$ cat config.mk
export PLATFORM = sky130hd
export DESIGN_NAME = multicycle_ctrl
export DESIGN_NICKNAME = d
export VERILOG_FILES = /design/src/rtl/multicycle_ctrl_pkg.sv /design/src/rtl/multicycle_ctrl_decode.sv /design/src/rtl/multicycle_ctrl.sv
export SDC_FILE = /design/constraint.sdc
export NUM_CORES = 1
export LEC_CHECK = 0
export ABC_AREA = 1
export CAP_MARGIN = 20
export CORE_ASPECT_RATIO = 0.8
export CORE_MARGIN = 2
export CORE_UTILIZATION = 47
export DETAILED_ROUTE_END_ITERATION = 8
export GPL_ROUTABILITY_DRIVEN = 0
export GPL_TIMING_DRIVEN = 0
export PLACE_DENSITY = 0.81
export SLEW_MARGIN = 15
export SYNTH_ARGS = -nofsm -noshare
export SYNTH_HDL_FRONTEND = slang
export SYNTH_SLANG_ARGS = --single-unit
$ cat constraint.sdc
create_clock -name clock -period 1.64 [get_ports clock]
set_input_delay 0.246 -clock clock [delete_from_list [all_inputs] [get_ports clock]]
set_output_delay 0.246 -clock clock [all_outputs]
set_load 0.05 [all_outputs]
$ cat src/rtl/multicycle_ctrl_pkg.sv
`default_nettype none
// ============================================================================
// Module   : multicycle_ctrl_pkg
// Purpose  : Shared definitions for the multicycle MIPS-style controller:
//            FSM state enumeration, opcode/func constants, datapath select
//            encodings and the bundled control-word struct.
// Ports    : none (package)
// Revision : 1.0 - initial release
// ============================================================================
package multicycle_ctrl_pkg;

    typedef enum logic [3:0] {
        S_FETCH  = 4'd0,
        S_DECODE = 4'd1,
        S_MEMADR = 4'd2,
        S_MEMRD  = 4'd3,
        S_MEMWB  = 4'd4,
        S_MEMWR  = 4'd5,
        S_RTEXEC = 4'd6,
        S_RTWB   = 4'd7,
        S_IEXEC  = 4'd8,
        S_IWB    = 4'd9,
        S_BRANCH = 4'd10,
        S_JAL    = 4'd11,
        S_JR     = 4'd12
    } state_t;

    // Opcode field (instr[31:26])
    localparam logic [5:0] C_OP_RTYPE = 6'h00;
    localparam logic [5:0] C_OP_JAL   = 6'h03;
    localparam logic [5:0] C_OP_BEQ   = 6'h04;
    localparam logic [5:0] C_OP_ADDI  = 6'h08;
    localparam logic [5:0] C_OP_ANDI  = 6'h0C;
    localparam logic [5:0] C_OP_LW    = 6'h23;
    localparam logic [5:0] C_OP_SW    = 6'h2B;

    // Func field (instr[5:0]) values with special control treatment
    localparam logic [5:0] C_FN_SLL   = 6'h00;
    localparam logic [5:0] C_FN_JR    = 6'h08;

    // alu_op
    localparam logic [1:0] C_ALU_ADD   = 2'b00;
    localparam logic [1:0] C_ALU_SUB   = 2'b01;
    localparam logic [1:0] C_ALU_FUNCT = 2'b10;
    localparam logic [1:0] C_ALU_AND   = 2'b11;

    // alu_src_a
    localparam logic [1:0] C_SRCA_PC    = 2'd0;
    localparam logic [1:0] C_SRCA_RS    = 2'd1;
    localparam logic [1:0] C_SRCA_SHAMT = 2'd2;

    // alu_src_b
    localparam logic [1:0] C_SRCB_RT     = 2'd0;
    localparam logic [1:0] C_SRCB_FOUR   = 2'd1;
    localparam logic [1:0] C_SRCB_IMM    = 2'd2;
    localparam logic [1:0] C_SRCB_IMMSH2 = 2'd3;

    // pc_source
    localparam logic [1:0] C_PCSRC_ALU    = 2'd0;
    localparam logic [1:0] C_PCSRC_ALUOUT = 2'd1;
    localparam logic [1:0] C_PCSRC_JUMP   = 2'd2;
    localparam logic [1:0] C_PCSRC_RS     = 2'd3;

    // reg_dst
    localparam logic [1:0] C_DST_RT = 2'd0;
    localparam logic [1:0] C_DST_RD = 2'd1;
    localparam logic [1:0] C_DST_RA = 2'd2;

    // mem_to_reg
    localparam logic [1:0] C_WB_ALU = 2'd0;
    localparam logic [1:0] C_WB_MEM = 2'd1;
    localparam logic [1:0] C_WB_PC  = 2'd2;

    typedef struct packed {
        logic       pc_write;
        logic       pc_write_cond;
        logic       iord;
        logic       mem_read;
        logic       mem_write;
        logic       ir_write;
        logic       reg_write;
        logic       illegal;
        logic [1:0] reg_dst;
        logic [1:0] mem_to_reg;
        logic [1:0] alu_src_a;
        logic [1:0] alu_src_b;
        logic [1:0] alu_op;
        logic [1:0] pc_source;
    } ctrl_t;

    function automatic logic op_is_legal(input logic [5:0] op);
        return (op == C_OP_RTYPE) || (op == C_OP_JAL)  || (op == C_OP_BEQ) ||
               (op == C_OP_ADDI)  || (op == C_OP_ANDI) || (op == C_OP_LW)  ||
               (op == C_OP_SW);
    endfunction

endpackage : multicycle_ctrl_pkg
`default_nettype wire

$ cat src/rtl/multicycle_ctrl_decode.sv
`default_nettype none
// ============================================================================
// Module   : ctrl_decode
// Purpose  : Purely combinational state-to-control-word table.
// Ports    : state     - current FSM state
//            opcode    - instr[31:26]
//            func      - instr[5:0]
//            mem_ready - effective memory-ready (already forced to 1 when
//                        the handshake is disabled)
//            ctrl      - full control word (strobes + selects + illegal)
// Revision : 1.0 - initial release
// ============================================================================
module ctrl_decode
    import multicycle_ctrl_pkg::*;
(
    input  state_t     state,
    input  logic [5:0] opcode,
    input  logic [5:0] func,
    input  logic       mem_ready,
    output ctrl_t      ctrl
);

    always_comb begin
        ctrl = '0;
        case (state)
            S_FETCH: begin
                ctrl.mem_read  = 1'b1;
                ctrl.iord      = 1'b0;
                // IR and PC only capture once the instruction word is valid
                ctrl.ir_write  = mem_ready;
                ctrl.pc_write  = mem_ready;
                ctrl.alu_src_a = C_SRCA_PC;
                ctrl.alu_src_b = C_SRCB_FOUR;
                ctrl.alu_op    = C_ALU_ADD;
                ctrl.pc_source = C_PCSRC_ALU;
            end
            S_DECODE: begin
                // Branch target is precomputed speculatively into ALUOut
                ctrl.alu_src_a = C_SRCA_PC;
                ctrl.alu_src_b = C_SRCB_IMMSH2;
                ctrl.alu_op    = C_ALU_ADD;
                ctrl.illegal   = !op_is_legal(opcode);
            end
            S_MEMADR: begin
                ctrl.alu_src_a = C_SRCA_RS;
                ctrl.alu_src_b = C_SRCB_IMM;
                ctrl.alu_op    = C_ALU_ADD;
            end
            S_MEMRD: begin
                ctrl.mem_read = 1'b1;
                ctrl.iord     = 1'b1;
            end
            S_MEMWB: begin
                ctrl.reg_write  = 1'b1;
                ctrl.reg_dst    = C_DST_RT;
                ctrl.mem_to_reg = C_WB_MEM;
            end
            S_MEMWR: begin
                ctrl.mem_write = 1'b1;
                ctrl.iord      = 1'b1;
            end
            S_RTEXEC: begin
                ctrl.alu_op    = C_ALU_FUNCT;
                ctrl.alu_src_b = C_SRCB_RT;
                ctrl.alu_src_a = (func == C_FN_SLL) ? C_SRCA_SHAMT : C_SRCA_RS;
            end
            S_RTWB: begin
                ctrl.reg_write  = 1'b1;
                ctrl.reg_dst    = C_DST_RD;
                ctrl.mem_to_reg = C_WB_ALU;
            end
            S_IEXEC: begin
                ctrl.alu_src_a = C_SRCA_RS;
                ctrl.alu_src_b = C_SRCB_IMM;
                ctrl.alu_op    = (opcode == C_OP_ANDI) ? C_ALU_AND : C_ALU_ADD;
            end
            S_IWB: begin
                ctrl.reg_write  = 1'b1;
                ctrl.reg_dst    = C_DST_RT;
                ctrl.mem_to_reg = C_WB_ALU;
            end
            S_BRANCH: begin
                ctrl.alu_src_a     = C_SRCA_RS;
                ctrl.alu_src_b     = C_SRCB_RT;
                ctrl.alu_op        = C_ALU_SUB;
                ctrl.pc_write_cond = 1'b1;
                ctrl.pc_source     = C_PCSRC_ALUOUT;
            end
            S_JAL: begin
                ctrl.reg_write  = 1'b1;
                ctrl.reg_dst    = C_DST_RA;
                ctrl.mem_to_reg = C_WB_PC;
                ctrl.pc_write   = 1'b1;
                ctrl.pc_source  = C_PCSRC_JUMP;
            end
            S_JR: begin
                ctrl.pc_write  = 1'b1;
                ctrl.pc_source = C_PCSRC_RS;
            end
            default: ctrl = '0;
        endcase
    end

endmodule : ctrl_decode
`default_nettype wire

$ cat src/rtl/multicycle_ctrl.sv
`default_nettype none
// ============================================================================
// Module   : multicycle_ctrl
// Purpose  : Multicycle controller FSM with retired-instruction counter.
// Ports    : clock, reset_n (async, active-low)
//            opcode, func   - instruction fields from the IR
//            zero           - ALU zero flag (consumed by datapath PC logic)
//            mem_ready      - unified memory completion
//            pc_write .. reg_write - datapath strobes
//            reg_dst .. pc_source  - datapath mux selects
//            illegal        - one-cycle pulse on undecodable opcode
//            retired        - completed-instruction count (wraps)
// Revision : 1.0 - initial release
// ============================================================================
module multicycle_ctrl
    import multicycle_ctrl_pkg::*;
#(
    parameter bit MEM_HANDSHAKE = 1'b1
) (
    input  logic        clock,
    input  logic        reset_n,
    input  logic [5:0]  opcode,
    input  logic [5:0]  func,
    input  logic        zero,
    input  logic        mem_ready,
    output logic        pc_write,
    output logic        pc_write_cond,
    output logic        iord,
    output logic        mem_read,
    output logic        mem_write,
    output logic        ir_write,
    output logic        reg_write,
    output logic [1:0]  reg_dst,
    output logic [1:0]  mem_to_reg,
    output logic [1:0]  alu_src_a,
    output logic [1:0]  alu_src_b,
    output logic [1:0]  alu_op,
    output logic [1:0]  pc_source,
    output logic        illegal,
    output logic [15:0] retired
);

    state_t      r_state;
    state_t      w_next;
    logic        w_ready;
    logic        w_retire;
    logic [15:0] r_retired;
    ctrl_t       w_ctrl;
    ctrl_t       w_ctrl_gated;
    // zero gates pc_write_cond inside the datapath, not here
    logic        w_unused_zero;

    assign w_unused_zero = zero;
    assign w_ready       = MEM_HANDSHAKE ? mem_ready : 1'b1;

    // State register
    always_ff @(posedge clock or negedge reset_n) begin
        if (!reset_n) begin
            r_state <= S_FETCH;
        end else begin
            r_state <= w_next;
        end
    end

    // Next-state logic
    always_comb begin
        w_next = r_state;
        case (r_state)
            S_FETCH:  if (w_ready) w_next = S_DECODE;
            S_DECODE: begin
                case (opcode)
                    C_OP_LW, C_OP_SW:     w_next = S_MEMADR;
                    C_OP_RTYPE:           w_next = (func == C_FN_JR) ? S_JR : S_RTEXEC;
                    C_OP_ADDI, C_OP_ANDI: w_next = S_IEXEC;
                    C_OP_BEQ:             w_next = S_BRANCH;
                    C_OP_JAL:             w_next = S_JAL;
                    default:              w_next = S_FETCH;
                endcase
            end
            S_MEMADR: w_next = (opcode == C_OP_SW) ? S_MEMWR : S_MEMRD;
            S_MEMRD:  if (w_ready) w_next = S_MEMWB;
            S_MEMWR:  if (w_ready) w_next = S_FETCH;
            S_RTEXEC: w_next = S_RTWB;
            S_IEXEC:  w_next = S_IWB;
            S_MEMWB, S_RTWB, S_IWB, S_BRANCH, S_JAL, S_JR: w_next = S_FETCH;
            default:  w_next = S_FETCH;
        endcase
    end

    // An instruction retires on any return to FETCH except the illegal-opcode
    // bounce out of DECODE (and FETCH's own self-loop).
    assign w_retire = (w_next == S_FETCH) && (r_state != S_FETCH) &&
                      (r_state != S_DECODE);

    always_ff @(posedge clock or negedge reset_n) begin
        if (!reset_n) begin
            r_retired <= 16'd0;
        end else if (w_retire) begin
            r_retired <= r_retired + 16'd1;
        end
    end

    // Output logic
    ctrl_decode u_ctrl_decode (
        .state     (r_state),
        .opcode    (opcode),
        .func      (func),
        .mem_ready (w_ready),
        .ctrl      (w_ctrl)
    );

    // FETCH drives mem_read, so the word is forced quiet while reset is held
    always_comb begin
        w_ctrl_gated = reset_n ? w_ctrl : '0;
    end

    assign pc_write      = w_ctrl_gated.pc_write;
    assign pc_write_cond = w_ctrl_gated.pc_write_cond;
    assign iord          = w_ctrl_gated.iord;
    assign mem_read      = w_ctrl_gated.mem_read;
    assign mem_write     = w_ctrl_gated.mem_write;
    assign ir_write      = w_ctrl_gated.ir_write;
    assign reg_write     = w_ctrl_gated.reg_write;
    assign illegal       = w_ctrl_gated.illegal;
    assign reg_dst       = w_ctrl_gated.reg_dst;
    assign mem_to_reg    = w_ctrl_gated.mem_to_reg;
    assign alu_src_a     = w_ctrl_gated.alu_src_a;
    assign alu_src_b     = w_ctrl_gated.alu_src_b;
    assign alu_op        = w_ctrl_gated.alu_op;
    assign pc_source     = w_ctrl_gated.pc_source;
    assign retired       = r_retired;

endmodule : multicycle_ctrl
`default_nettype wire
==> impl_metrics.env, run 1 <==
export IMPL_yosys_area_top_type_share_pct=30.6
export IMPL_regArea_um2=508
export IMPL_path_buf_inv=2
export IMPL_vias=2128
export IMPL_start_kind="flop"
export IMPL_power_density_nw_per_um2=1380
export IMPL_finalCoreUtilization_pct=82.0
export IMPL_setup_violations_final=36
export IMPL_slew_headroom_pct=40.9
export IMPL_synthCells=262
export IMPL_n_fill_cell=202
export IMPL_clkLatencyLatePin_ps=260
export IMPL_rsz0062_at_grt="true"
export IMPL_root_buffer="clkbuf_8"
export IMPL_finalNonFillerCells=383
export IMPL_track_usage_pct=26.1
export IMPL_crit_chain="inv_2 -> nor2_4 -> nand2_2 -> nand2_1 -> o21ai_2 -> nor3_2 -> buf_6"
export IMPL_syn_avg_cell_area_um2=6.25
export IMPL_synth_cell_types=24
export IMPL_drc=0
export IMPL_die_x_um=70.0
export IMPL_dp_cells=354
export IMPL_p_leak_nw=1.38
export IMPL_synthTopCellsByArea="dfrtp_1 31%, nand2_1 18%, nor2_1 11%"
export IMPL_grt_pass1_wl_mm=8.40
export IMPL_firstDrtPassIters=6
export IMPL_hold_class="in2reg"
export IMPL_clock_fmax_ghz=0.515
export IMPL_cp_depth=7
export IMPL_tightestPinTransition_ps=884
export IMPL_critical_path_class="reg2out"
export IMPL_cts_sinks=20
export IMPL_yosys_warnings=0
export IMPL_cts_tree="built"
export IMPL_drv_slew=0
export IMPL_finalClockSkew_ps=11.3
export IMPL_cp_startpoint="r_state[1]"
export IMPL_violations="negative setup slack"
export IMPL_finalCritPeriodShare_pct=118
export IMPL_cts_buffers=3
export IMPL_worstReg2RegEnd="retired[10]"
export IMPL_ir_worst_vdd_v=0.00122
export IMPL_r2r_cells=13
export IMPL_rrSetupSlack_ps=-180
export IMPL_whs_ps=511
export IMPL_syn2layout_area_growth_pct=69.1
export IMPL_ant_nets=0
export IMPL_grt_pass1_vias=1794
export IMPL_status="finished, violations left"
export IMPL_detailed_place_hpwl_mm=3.38
export IMPL_initial_core_util_pct=48.5
export IMPL_multiInputGateArea_um2=1230
export IMPL_grt_ovfl_total=0
export IMPL_grt_max_degree=21
export IMPL_setup_slack_ps=-301
export IMPL_htreeDepth=1
export IMPL_synth_area_leader_cell="dfrtp_1"
export IMPL_cts_buffer_depth=2
export IMPL_hold_viol=0
export IMPL_required_ps=1390
export IMPL_wl_mm=6.07
export IMPL_antenna_found_initial=0
export IMPL_antenna_cells=0
export IMPL_cp_max_fo=6
export IMPL_period_minus_slack_ps=1940
export IMPL_max_cap_violations=0
export IMPL_final_layout_size_suffix_gt1_share_pct=37.8
export IMPL_endpoint="alu_src_a[1]"
export IMPL_ys_ff_latch=20
export IMPL_endpoint_kind="output pin"
export IMPL_arrival_ps=1690
export IMPL_dieArea_um2=3970
export IMPL_max_stage_delay_ps=500
export IMPL_path_delay_family="simple AND/OR/NAND/NOR gates"
export IMPL_portBuffers=50
export IMPL_io_pins=52
export IMPL_via_per_inst=5.56
export IMPL_fp_row_count=19
export IMPL_die_h_um=56.8
export IMPL_yosysSeqAreaShare_pct=30.6
export IMPL_mostFrequentLayoutCell="nand2_1"
export IMPL_clkTransAtPathRegs_ps=80
export IMPL_regToRegStartpoint="r_state[3]"
export IMPL_core_area_um2=3380
export IMPL_drtIter0Drc=230
export IMPL_nNetsFinal=359
export IMPL_syn_num_nets=279
export IMPL_slowest_stage="dfrtp_2"
export IMPL_layout_common_cells="67 x nand2_1, 32 x nand3_1, 27 x buf_6"
export IMPL_mappedNetlistArea_um2=1640
export IMPL_routedWlPerCell_um=15.8
## synth_stat cells
library cell and number:
buf_1 1, clkinv_1 1, xor2_1 7, nand4_1 3, nor2_2 5, o21ai_0 7, nand2_1 77, nand3_4 1
ha_1 1, a31oi_1 2, xnor2_1 5, nor3_1 3, nand3_2 1, buf_4 2, dfrtp_1 20, a21oi_1 6
a41oi_1 1, nand3_1 33, nor2_1 47, buf_6 2, inv_1 30, nand2_2 4, inv_2 1, nor2_4 2
## power breakdown
part	switching, mW	internal, mW
sequential	0.155	0.581
clock	0.166	0.326
combinational	1.59	0.990
## metrics by stage
stage	setup WS [ps]	instance area [um2]	power, mW	setup TNS [ps]
6_report	-301	2770	3.81	-4550
5_1_grt	-301	2770	3.97	-6840
4_1_cts	-198	2550	3.23	-3650
3_5_place_dp	-2220	2280	2.43	-42360
3_3_place_gp	-2160	2280	2.41	-40270
2_1_floorplan	-255	1730	1.96	-1010
## tightest hold or removal path, stage by stage
cell and delay [ps]:
dlymetal6s2s_1 140, nand2_2 80, nor2_2 50, o21ai_0 180
nand2_1 50
## flip-flops by register name, indices dropped and copies added, names as in the netlist
name,count
retired,16
r_state,4
## area by class of cell
| class | count | area share [%] |
|---|---|---|
| Multi-Input combinational cell | 205 | 44.4 |
| Timing Repair Buffer | 75 | 26.1 |
| Sequential cell | 20 | 18.4 |
| Inverter | 32 | 4.97 |
| Tap cell | 42 | 1.90 |
| Buffer | 5 | 1.67 |
| Clock buffer | 3 | 1.49 |
| Clock inverter | 1 | 1.08 |
## what timing repair did
| item | 4_1_cts | 5_1_grt |
|---|---|---|
| gates resized for setup | 202 | 44 |
| hold buffers | 1 | 0 |
| endpoints found under the hold margin | 20 | 0 |
| pin swaps | 9 | 20 |
| setup buffers | 12 | 11 |
| setup endpoints to repair | 46 | 37 |
| gates cloned | 0 | 1 |
## how the worst min path moves through the flow
| stage | depth (start not counted) | startpoint | endpoint |
|---|---|---|---|
| global placement | 2 | retired[1] | retired[1] |
| detailed placement | 2 | retired[1] | retired[1] |
| global route | 2 | retired[0] | retired[0] |
| finish | 5 | opcode[0] | r_state[3] |
| floorplan | 0 | reset_n | r_state[0] |
| CTS | 2 | retired[1] | retired[1] |
## kinds of logic (layout without fill, tap and decap cells)
logic type	count (synthesis)	count (layout)	synth area share [%]
simple gates	176	176	47.1
buf+inv	37	116	9.86
flops	20	20	30.6
compound gates	16	16	5.28
xor+xnor	12	12	6.42
fa+ha+maj	1	1	0.764
## layer usage
metal	GRT usage, %	up-vias	wire, um
li1	-	990	-
met1	37.4	979	2480
met2	40.5	141	2910
met3	5.92	18	506
met4	5.22	0	167
met5	0	-	0
Note: power is estimated with default switching activity, not from simulation.
==> run 2: changes to the inputs <==
--- a/config.mk
+++ b/config.mk
@@ -9,12 +9,12 @@
 export CAP_MARGIN = 20
 export CORE_ASPECT_RATIO = 0.8
 export CORE_MARGIN = 2
-export CORE_UTILIZATION = 47
+export CORE_UTILIZATION = 48
 export DETAILED_ROUTE_END_ITERATION = 8
+export DONT_BUFFER_PORTS = 1
 export GPL_ROUTABILITY_DRIVEN = 0
 export GPL_TIMING_DRIVEN = 0
-export PLACE_DENSITY = 0.81
-export SLEW_MARGIN = 15
+export SLEW_MARGIN = 20
 export SYNTH_ARGS = -nofsm -noshare
 export SYNTH_HDL_FRONTEND = slang
 export SYNTH_SLANG_ARGS = --single-unit
==> run 2 against run 1 <==
Routed wire length decreased by 20%. Critical endpoint unchanged. The run still ends with negative setup slack left. Critical path type unchanged. Combinational power fell by 19%. Highest routed layer unchanged. Clock skew down 7.4 ps. Fmax down 0.40%. Largest power group unchanged. Non-clock buffer count decreased by 54. Cell area shrank 17%.
==> impl_metrics.env, run 2 (same netlist as run 1, synthesis figures left out) <==
export IMPL_status="finished, violations left"
export IMPL_violations="negative setup slack"
export IMPL_cts_buffers=3
export IMPL_postLayoutCellArea_um2=2290
export IMPL_grt_ovfl_total=0
export IMPL_slowest_stage="nor3_4"
export IMPL_arrival_ps=1700
export IMPL_ir_worst_vdd_v=0.00108
export IMPL_wl_mm=4.85
export IMPL_p_leak_nw=1.01
export IMPL_path_buf_inv=2
export IMPL_power_density_nw_per_um2=1450
export IMPL_clkLatencyLatePin_ps=260
export IMPL_tightestPinTransition_ps=919
export IMPL_cp_common_cell="inv_4"
export IMPL_place_area_um2=1780
export IMPL_whs_ps=225
export IMPL_drv_slew=0
export IMPL_finalClockSkew_ps=3.91
export IMPL_endpoint_kind="output pin"
export IMPL_crit_chain="inv_4 -> nor2_4 -> inv_4 -> nor2_2 -> o21ai_2 -> nor3_4"
export IMPL_post_place_ws_ps=-393
export IMPL_clock_fmax_ghz=0.513
export IMPL_worstReg2RegEnd="retired[12]"
export IMPL_drc=0
export IMPL_setup_slack_ps=-308
export IMPL_root_buffer="clkbuf_8"
export IMPL_antenna_cells=0
export IMPL_largest_reg_flops=16
export IMPL_hold_viol=0
export IMPL_n_fill_cell=261
export IMPL_cts_buffer_depth=2
export IMPL_r2r_cells=12
export IMPL_max_stage_delay_ps=490
export IMPL_power_mw=3.32
export IMPL_dp_cells=302
export IMPL_via_per_inst=5.38
export IMPL_rsz0062_at_grt="true"
export IMPL_period_minus_slack_ps=1950
export IMPL_start_kind="flop"
export IMPL_cp_startpoint="r_state[3]"
export IMPL_track_usage_pct=23.3
export IMPL_final_layout_size_suffix_gt1_share_pct=36.9
export IMPL_finalCritPeriodShare_pct=119
export IMPL_regToRegStartpoint="r_state[2]"
export IMPL_critical_path_class="reg2out"
export IMPL_initial_core_util_pct=51.5
export IMPL_grt_pass1_wl_mm=7.34
export IMPL_max_cap_violations=0
export IMPL_tns_ps=-5910
export IMPL_rrSetupSlack_ps=-220
export IMPL_hold_class="in2reg"
export IMPL_detailed_place_hpwl_mm=3.06
export IMPL_hold_end="r_state[1]"
export IMPL_nNetsFinal=305
export IMPL_mostFrequentLayoutCell="nand2_1"
export IMPL_fp_row_count=18
export IMPL_layout_common_cells="67 x nand2_1, 31 x nand3_1, 25 x nor2_1"
export IMPL_antenna_found_initial=0
export IMPL_setup_violations_final=36
export IMPL_core_area_um2=3180
export IMPL_drtIter0Drc=124
export IMPL_die_h_um=56.2
export IMPL_firstDrtPassIters=4
export IMPL_dieArea_um2=3900
export IMPL_slew_headroom_pct=38.5
export IMPL_ant_nets=0
export IMPL_hold_path_depth=3
export IMPL_cp_max_fo=4
export IMPL_vias=1760
export IMPL_grt_pass1_vias=1537
export IMPL_routedWlPerCell_um=14.8
export IMPL_die_x_um=69.3
export IMPL_syn2layout_area_growth_pct=40.1
export IMPL_hold_start="opcode[3]"
export IMPL_cts_sinks=20
export IMPL_cts_tree="built"
export IMPL_io_pins=52
export IMPL_clkTransAtPathRegs_ps=80
export IMPL_grt_max_degree=21
export IMPL_finalNonFillerCells=327
export IMPL_portBuffers=0
export IMPL_finalCoreUtilization_pct=72.2
export IMPL_htreeDepth=1
export IMPL_required_ps=1390
export IMPL_path_delay_family="simple AND/OR/NAND/NOR gates"
[run 2: tightest hold or removal path, delay by kind of cell]
| family | cells | cell delay, ps |
|---|---|---|
| AOI/OAI and AO/OA | 1 | 80 |
| and+or+nand+nor | 1 | 80 |
| buffers and inverters | 1 | 50 |
[run 2: layer usage]
layer	part of all wire (%)	vias to the layer above	global-route usage, %
met5	0	-	0
met4	1.0	0	5.60
met3	8.5	6	6.70
met2	44	70	31.7
met1	46	801	35.7
li1	-	883	-
[run 2: layout make-up]
type / count / area [um2] / area share, %
Inverter: 32 / 131 / 5.73
Clock buffer: 4 / 45.0 / 1.97
Multi-Input combinational cell: 205 / 1330 / 57.9
Sequential cell: 20 / 510 / 22.3
Timing Repair Buffer: 21 / 183 / 7.97
Buffer: 5 / 46.3 / 2.02
Tap cell: 40 / 50.0 / 2.18
[run 2: power by group]
part	switching, mW	internal, mW	total, mW
Sequential	0.308	0.582	0.890
Clock	0.168	0.173	0.341
Combinational	1.34	0.741	2.08
[run 2: worst max-delay path by stage]
stage	end	slack (ps)	cells after the start
2_1_floorplan	alu_src_a[1]	-250	7
3_3_place_gp	alu_src_a[1]	-410	7
3_5_place_dp	alu_src_a[1]	-390	7
4_1_cts	alu_src_a[0]	-270	5
5_1_grt	alu_src_a[1]	-370	6
6_report	alu_src_a[1]	-310	6
[run 2: what timing repair did]
item | in CTS | in global routing
setup buffers | 13 | 8
endpoints found under the hold margin | 20 | 0
resized for setup | 69 | 23
endpoints found under the setup margin | 37 | 36
pin swaps | 19 | 15
hold buffers | 1 | 0
==> run 3: changes to the inputs <==
--- a/config.mk
+++ b/config.mk
@@ -17,4 +17,5 @@
 export SLEW_MARGIN = 20
 export SYNTH_ARGS = -nofsm -noshare
 export SYNTH_HDL_FRONTEND = slang
+export SYNTH_HIERARCHICAL = 1
 export SYNTH_SLANG_ARGS = --single-unit
==> run 3 against run 2 <==
The flow still finishes with violations (negative setup slack). Fmax is 7.2% higher. First-iteration DRC count is 23% higher. Worst hold slack better by 39 ps. Die area is 20% higher. Combinational power is 2% lower. Critical endpoint is now pc_write. Via count is 16% higher. Non-clock buffer count is 3 higher. Power is 0.13% lower. Final cell count is 28% higher. Clock-buffer cell count stayed put. Setup slack better by 130 ps.
==> impl_metrics.env, run 3 <==
export IMPL_critical_path_class="reg2out"
export IMPL_violations="negative setup slack"
export IMPL_drc=0
export IMPL_yosys_area_top_type_share_pct=25.1
export IMPL_cp_max_fo=6
export IMPL_synth_edff_count=0
export IMPL_tightestPinTransition_ps=939
export IMPL_hold_viol=0
export IMPL_track_usage_pct=22.6
export IMPL_sw_frac_of_total_pct=51.7
export IMPL_layout_common_cells="98 x nand2_1, 33 x inv_1, 32 x nor2_1, 32 x nand3_1, 21 x nand2_2"
export IMPL_start_kind="flop"
export IMPL_vias=2046
export IMPL_synthTopCellsByArea="dfrtp_1 25%, nand2_1 22%, inv_1 11%"
export IMPL_largest_reg_flops=16
export IMPL_rsz0062_at_grt="true"
export IMPL_via_per_inst=4.89
export IMPL_slew_headroom_pct=37.2
export IMPL_root_buffer="clkbuf_8"
export IMPL_clock_power_share_pct=11.5
export IMPL_synth_async_sr_flop_share_pct=100
export IMPL_drv_slew=0
export IMPL_setup_slack_ps=-178
export IMPL_cts_buffer_depth=2
export IMPL_htreeDepth=1
export IMPL_status="finished, violations left"
export IMPL_dieArea_um2=4690
export IMPL_p_int_mw=1.60
export IMPL_portBuffers=0
export IMPL_yosysSeqAreaShare_pct=25.1
export IMPL_clkTransAtPathRegs_ps=70
export IMPL_finalNonFillerCells=418
export IMPL_cts_sinks=20
export IMPL_yosysMostFrequentCell="nand2_1"
export IMPL_routedWlPerCell_um=11.9
export IMPL_core_area_um2=3880
export IMPL_pwr_share_seq_pct=26.9
export IMPL_wl_mm=4.99
export IMPL_grt_pass1_wl_mm=8.45
export IMPL_max_cap_violations=0
export IMPL_endpoint_kind="output pin"
export IMPL_postLayoutCellArea_um2=2520
export IMPL_detailed_place_hpwl_mm=3.54
export IMPL_antenna_cells=0
export IMPL_die_h_um=61.6
export IMPL_arrival_ps=1570
export IMPL_finalCritPeriodShare_pct=111
export IMPL_grt_pass1_vias=1800
export IMPL_ir_worst_vdd_v=0.000942
export IMPL_place_area_um2=2070
export IMPL_die_x_um=76.0
export IMPL_post_place_ws_ps=-197
export IMPL_final_layout_size_suffix_gt1_share_pct=33.6
export IMPL_required_ps=1390
export IMPL_whs_ps=264
export IMPL_pwr_share_comb_pct=61.6
export IMPL_fp_row_count=20
export IMPL_ys_ff_latch=20
export IMPL_yosys_warnings=6
export IMPL_setup_violations_final=35
export IMPL_syn2layout_area_growth_pct=26.7
export IMPL_synth_cell_types=29
export IMPL_period_minus_slack_ps=1820
export IMPL_clkLatencyLatePin_ps=260
export IMPL_drtIter0Drc=152
export IMPL_syn_num_nets=354
export IMPL_cts_tree="built"
export IMPL_grt_max_degree=21
export IMPL_antenna_found_initial=0
export IMPL_synthCells=337
export IMPL_initial_core_util_pct=51.4
export IMPL_mappedNetlistArea_um2=1990
export IMPL_finalCoreUtilization_pct=65.1
export IMPL_n_fill_cell=363
export IMPL_ant_nets=0
export IMPL_firstDrtPassIters=4
export IMPL_p_leak_nw=1.22
export IMPL_cts_buffers=3
export IMPL_synthTopCellsByCount="115 x nand2_1, 56 x inv_1, 37 x nor2_1, 34 x nand3_1, 20 x dfrtp_1"
export IMPL_power_switching_mw=1.71
export IMPL_dp_cells=392
export IMPL_nNetsFinal=381
export IMPL_syn_avg_cell_area_um2=5.91
export IMPL_finalClockSkew_ps=2.53
export IMPL_hold_class="in2reg"
export IMPL_clock_fmax_ghz=0.550
export IMPL_mostFrequentLayoutCell="nand2_1"
export IMPL_grt_ovfl_total=0
export IMPL_dominantRegCellSynth="dfrtp_1"
export IMPL_synth_area_leader_cell="dfrtp_1"
export IMPL_power_density_nw_per_um2=1310
export IMPL_io_pins=52
## run 3: cell types whose count changed after synthesis, sizes merged, moves of 2 or more
cell    change
a21oi       -2
a31oi       -2
clkbuf      +2
inv        +32
nand2      +39
nand3       +4
nand4       +2
nor2        -4
nor3        +3
o211ai      +2
or2         +2
xnor2       -4
## run 3: what timing repair did
action                     4_1_cts  5_1_grt
setup endpoints to repair       32       36
hold endpoints to repair        20        0
hold buffers                     1        0
resized for setup               57       15
pin swaps                       10        9
setup buffers                   17        2
gates cloned                     1        1
## run 3: worst paths after layout
kind	cells past startpoint	slack [ps]	end	startpoint
max in group asynchronous	1	430	retired[7]	reset_n
worst max-delay path	7	-180	pc_write	r_state[0]
worst min-delay path	3	260	r_state[1]	mem_ready
worst min register to register	2	710	retired[1]	retired[1]
worst max register to register	11	-120	retired[13]	r_state[3]
min in group asynchronous	1	570	r_state[0]	reset_n
## run 3: final cells by class
| type | instances | area (um2) | share of cell area, % |
|---|---|---|---|
| Timing Repair Buffer | 22 | 204 | 8.08 |
| Sequential cell | 20 | 515 | 20.4 |
| Tap cell | 55 | 68.8 | 2.73 |
| Buffer | 7 | 63.8 | 2.53 |
| Clock buffer | 4 | 55.1 | 2.18 |
| Inverter | 63 | 314 | 12.4 |
| Multi-Input combinational cell | 247 | 1300 | 51.6 |
## run 3: cells by family after synthesis
logic type,synth area share (%)
buffers and inverters,14.7
and+or+nand+nor,52.0
xor gates and xnor gates,3.96
adders and majority gates,0.628
AOI/OAI and AO/OA,3.58
DFF,25.1
## run 3: critical path: stages (launching register included)
cell        delay, ps
dfrtp_2           480
nand2_2           110
inv_2              40
nand2_2            60
nand2_1            60
or2_1             220
nand2_2            90
clkinvlp_4        240
## run 3: per-stage QoR
step	total power [mW]	setup TNS, ps
2_1_floorplan	2.07	0
3_3_place_gp	2.30	-1360
3_5_place_dp	2.30	-1690
4_1_cts	3.15	-2940
5_1_grt	3.54	-6810
6_report	3.31	-3520
## run 3: per-layer routing
layer	part of all wire, %	up-vias	global-route usage (%)
li1	-	1085	-
met1	52	909	32.4
met2	42	50	36.7
met3	5.7	2	4.40
met4	0.24	0	3.12
met5	0	-	0
## run 3: power groups by stage
stage                     registers (mW)  logic [mW]  clock network, mW
after floorplan                    0.856        1.22                  0
after CTS                          0.884        1.87              0.398
final                              0.891        2.04              0.381
after global placement             0.888        1.41                  0
after global routing               0.914        2.22              0.405
after detailed placement           0.889        1.42                  0
